<file path="config.mk">
export PLATFORM = sky130hd
export DESIGN_NAME = pc_sequencer
export DESIGN_NICKNAME = d
export VERILOG_FILES = /design/src/rtl/pc_sequencer.sv
export SDC_FILE = /design/constraint.sdc
export NUM_CORES = 1
export LEC_CHECK = 0
export BUFFER_PORTS_ARGS = -buffer_cell sky130_fd_sc_hd__buf_2
export CORE_MARGIN = 2
export CORE_UTILIZATION = 25
export DETAILED_ROUTE_END_ITERATION = 10
export GPL_TIMING_DRIVEN = 0
export PLACE_DENSITY = 0.5
export SLEW_MARGIN = 20
export SYNTH_ARGS = -nofsm -noshare
export SYNTH_HDL_FRONTEND = slang
export SYNTH_SLANG_ARGS = --single-unit
</file>
<file path="constraint.sdc">
create_clock -name Clk -period 3.7 [get_ports Clk]
set_input_delay 0.74 -clock Clk [delete_from_list [all_inputs] [get_ports Clk]]
set_output_delay 0.74 -clock Clk [all_outputs]
set_load 0.005 [all_outputs]
</file>
<file path="src/rtl/pc_sequencer.sv">
// Program-counter sequencer: owns the PC, runs the IDLE/RUN/DONE lifecycle,
// selects PC+1 / hold / LUT target, and keeps cycle, instruction and watchdog state.
module pc_sequencer #(
  parameter int PC_W = 10,
  parameter int LUT_AW = 4,
  parameter int CNT_W = 16,
  parameter int unsigned MAX_CYCLES = 32'hFFFF
) (
  input  logic              Clk,
  input  logic              Reset,
  input  logic              Start,
  input  logic [PC_W-1:0]   StartAddr,
  input  logic              Stall,
  input  logic              BranchEn,
  input  logic              Taken,
  input  logic              JumpEn,
  input  logic [LUT_AW-1:0] BranchImm,
  input  logic              Halt,
  output logic [LUT_AW-1:0] LutAddr,
  input  logic [PC_W-1:0]   LutTarget,
  output logic [PC_W-1:0]   PC,
  output logic              Running,
  output logic              Done,
  output logic              Timeout,
  output logic [CNT_W-1:0]  CycleCount,
  output logic [CNT_W-1:0]  InstCount
);

  typedef enum logic [1:0] {IDLE, RUN, DONE} state_t;

  localparam logic [CNT_W-1:0] CNT_MAX  = '1;
  localparam logic [CNT_W-1:0] WD_LIMIT = CNT_W'(MAX_CYCLES - 1);

  state_t            state_reg;
  logic [PC_W-1:0]   pc_reg;
  logic [CNT_W-1:0]  cycle_reg;
  logic [CNT_W-1:0]  inst_reg;
  logic              timeout_reg;
  logic              running_reg;
  logic              done_reg;

  logic [CNT_W-1:0]  cycle_next;
  logic [CNT_W-1:0]  inst_next;
  logic              redirect;

  // Target table is indexed straight from the immediate so the target is usable the same cycle.
  assign LutAddr = BranchImm;

  assign cycle_next = (cycle_reg == CNT_MAX) ? cycle_reg : cycle_reg + CNT_W'(1);
  assign inst_next  = (inst_reg == CNT_MAX) ? inst_reg : inst_reg + CNT_W'(1);
  assign redirect   = JumpEn | (BranchEn & Taken);

  always_ff @(posedge Clk) begin
    if (Reset) begin
      state_reg   <= IDLE;
      pc_reg      <= '0;
      cycle_reg   <= '0;
      inst_reg    <= '0;
      timeout_reg <= 1'b0;
      running_reg <= 1'b0;
      done_reg    <= 1'b0;
    end else begin
      case (state_reg)
        IDLE, DONE: begin
          if (Start) begin
            state_reg   <= RUN;
            pc_reg      <= StartAddr;
            cycle_reg   <= '0;
            inst_reg    <= '0;
            timeout_reg <= 1'b0;
            running_reg <= 1'b1;
            done_reg    <= 1'b0;
          end
        end
        RUN: begin
          // Watchdog wins over every instruction event; nothing retires on that edge.
          if (cycle_reg == WD_LIMIT) begin
            state_reg   <= DONE;
            timeout_reg <= 1'b1;
            running_reg <= 1'b0;
            done_reg    <= 1'b1;
          end else begin
            cycle_reg <= cycle_next;
            if (!Stall) begin
              inst_reg <= inst_next;
              if (Halt) begin
                state_reg   <= DONE;
                running_reg <= 1'b0;
                done_reg    <= 1'b1;
              end else if (redirect) begin
                pc_reg <= LutTarget;
              end else begin
                pc_reg <= pc_reg + PC_W'(1);
              end
            end
          end
        end
        default: begin
          state_reg   <= IDLE;
          running_reg <= 1'b0;
          done_reg    <= 1'b0;
        end
      endcase
    end
  end

  assign PC         = pc_reg;
  assign Running    = running_reg;
  assign Done       = done_reg;
  assign Timeout    = timeout_reg;
  assign CycleCount = cycle_reg;
  assign InstCount  = inst_reg;

endmodule

</file>
==> impl_metrics.ini <==
[synth]
postSynthRegisterBits = 46
syn-instance-count = 340
synth.area.mux_share_pct = 0.3676
synth_xor_area_share_pct = 3.217
synth_sequential_area_ratio_pct = 33.82
synth.distinct_cells = 55
synth_edf_count = 0
synth_area_in_simple_gates_pct = 29.60
synth-adder-area-share_pct = 1.838
synth_compound_area_share_pct = 25.28
ys_async_sr_fraction_pct = 0
syn_avg_cell_area_um2 = 8.008
combinational_family_with_the_most_area_after_synthesis = simple AND/OR/NAND/NOR gates
synth.cell_area_mm2 = 0.002723
syn_nets = 376
synthFlopType = sky130_fd_sc_hd__dfxtp_1
yosysWarningCount = 0

[clocking]
cts_buffers = 5
worst_setup_hold_path_clk_slew_ps = 90
cts_max_level = 2
ctsLongestPathBuffers = 2
post_cts_resize_count = 0
clock_sinks = 46
clock_tree_from_tritoncts = yes
cts_root_buf = sky130_fd_sc_hd__clkbuf_8
clock_latency_ps = 300
cts_setup_buffers = 0
cts_hold_buffers = 0

[die]
floorplan.die_area_mm2 = 0.01174
floorplan.core_area_mm2 = 0.01075
placement_rows = 38
chipWidth_um = 108.4
die-height_um = 108.4
initial_core_util_pct = 25.34
io_pins = 81

[routing]
count_of_antenna_violating_nets_left_after_detailed_routing = 0
postRouteWirelength_um = 8163
num_vias = 2910
initialDrtViolationCount = 131
routed_wire_length_per_instance_um = 14.47
post_drt_via_cell_ratio = 5.160
firstDrtPassIters = 4
post-route-drc-count = 0

[placement]
place_hpwl_um = 6214
port_buffers = 76
dpl.cell_count = 556
routabilityCongestion = 0.8625

[timing]
finalCriticalPeriod_ps = 2382
highest_clock_rate_mhz = 419.9
setup_viol_count_final = 0
rsz0062_at_grt = false
fin_setup_tns_ps = 0
timing_max_transition_violations_final = 0
min_period_over_period_pct = 64.37
worst_clock_skew_ps = 8.567
timing_worst_slew_pin_value_ps = 632.4
maxSlewHeadroom_pct = 57.68
final_hold_viol_count = 0

[final_layout]
layout.cells.most_common = sky130_fd_sc_hd__buf_2
layout_common_cells = sky130_fd_sc_hd__buf_2, sky130_fd_sc_hd__dfxtp_1, sky130_fd_sc_hd__nor2_1
nNetsFinal = 459
antenna-diode-count = 0
post_route_cells_drive_above_1_share_pct = 26.65
area.growth.synth_to_final_pct = 25.64
layoutNonFillerInstCount = 564

[grt]
grt_max_degree = 15
first_global_vias = 2660
gr-total-overflow = 0
grt_pass1_wl_um = 13340
track_usage_pct = 14.06
antenna_violations_before_repair = 0

[job]
max_cap_viol_count = 0

[worst_setup_path]
worstSetupStartpointType = register
end_kind = register
required_ps = 3910
cp_max_fo = 10
timing.setup.critical_path_class = register to register
worstPathArrival_ps = 2590

[min_path]
hp-class = register to register

[pwr]
p_leak_nw = 1.308
power_density_mw_per_mm2 = 340.4
ir_drop_mv = 0.1545

[status]
outcome = finished, final reports clean
[report_power, final]
group / total (mW) / internal (mW) / switching [mW]
logic: 0.163 / 0.0650 / 0.0977
registers: 0.532 / 0.511 / 0.0213
clock network: 0.470 / 0.288 / 0.181
total: 1.16 / 0.864 / 0.300
[worst max-delay path, stage by stage, from the launching register on]
cell and delay, ps:
sky130_fd_sc_hd__dfxtp_1 350, sky130_fd_sc_hd__inv_1 100, sky130_fd_sc_hd__ha_1 220, sky130_fd_sc_hd__and4_1 230, sky130_fd_sc_hd__nand4_1 300, sky130_fd_sc_hd__a21oi_1 460, sky130_fd_sc_hd__buf_2 300, sky130_fd_sc_hd__a21oi_1 60
sky130_fd_sc_hd__a211oi_1 260
[cell usage after synthesis, types with 6 or more instances]
cell type,count,share of area [%]
sky130_fd_sc_hd__nand2_1,24,3.3
sky130_fd_sc_hd__and4_1,6,1.9
sky130_fd_sc_hd__nor2_1,36,5.0
sky130_fd_sc_hd__nand4_1,15,3.4
sky130_fd_sc_hd__inv_1,9,1.2
sky130_fd_sc_hd__o31ai_1,11,3.0
sky130_fd_sc_hd__xor2_1,7,2.3
sky130_fd_sc_hd__or4_1,10,2.8
sky130_fd_sc_hd__clkbuf_1,8,1.1
sky130_fd_sc_hd__a21oi_1,26,4.8
sky130_fd_sc_hd__o21ai_0,16,2.9
sky130_fd_sc_hd__buf_4,6,1.7
sky130_fd_sc_hd__o211ai_1,8,2.2
sky130_fd_sc_hd__dfxtp_1,46,34
sky130_fd_sc_hd__nand3_1,17,3.1
sky130_fd_sc_hd__a211oi_1,11,3.0
sky130_fd_sc_hd__nor3_1,11,2.0
[final timing paths]
path | start | to | slack, ps | cells past startpoint
max | CycleCount[0]$_SDFFE_PP0P_ | PC[9]$_SDFFE_PP0P_ | 1320 | 8
min | InstCount[12]$_SDFFE_PP0P_ | InstCount[12]$_SDFFE_PP0P_ | 490 | 2
max reg2reg | CycleCount[0]$_SDFFE_PP0P_ | PC[9]$_SDFFE_PP0P_ | 1320 | 8
min reg2reg | InstCount[12]$_SDFFE_PP0P_ | InstCount[12]$_SDFFE_PP0P_ | 490 | 2
[logic make-up (layout without fill, tap and decap cells)]
family,Yosys count,after routing
compound gates,99,99
xor+xnor,10,10
fa+ha+maj,4,4
buf+inv,31,115
flops,46,46
mux,1,1
simple gates,149,149
[metrics by stage]
| stage | hold slack, ps | cell area, um^2 | setup slack, ps | utilization (%) | power (mW) |
|---|---|---|---|---|---|
| 2_1_floorplan | 452.7 | 2723 | 1625 | - | 0.6384 |
| 3_3_place_gp | 475.0 | 3278 | 1256 | 30.51 | 0.7072 |
| 3_5_place_dp | 484.6 | 3278 | 1217 | 30.51 | 0.7067 |
| 4_1_cts | 498.4 | 3421 | 1325 | 31.84 | 1.182 |
| 5_1_grt | 516.2 | 3421 | 1161 | 31.84 | 1.222 |
| 6_report | 492.0 | 3421 | 1318 | 31.84 | 1.164 |
[metal layers]
metal	routed length, um	vias to the layer above	GRT usage, %
met5	0	-	0
met4	133	0	4.396
met3	493	11	2.893
met2	3644	90	22.10
met1	3893	1353	19.30
li1	-	1456	-
[cell type report]
| class | count | area (um^2) |
|---|---|---|
| multi-input combinational | 263 | 1642 |
| clock inverter | 2 | 60.06 |
| fill | 1191 | 7325 |
| clock buffer | 6 | 82.58 |
| tap | 140 | 175.2 |
| buffer | 22 | 126.4 |
| inverter | 9 | 33.78 |
| sequential | 46 | 920.9 |
| timing repair buffer | 76 | 380.4 |
No activity file was read; power rests on OpenSTA's default activity.
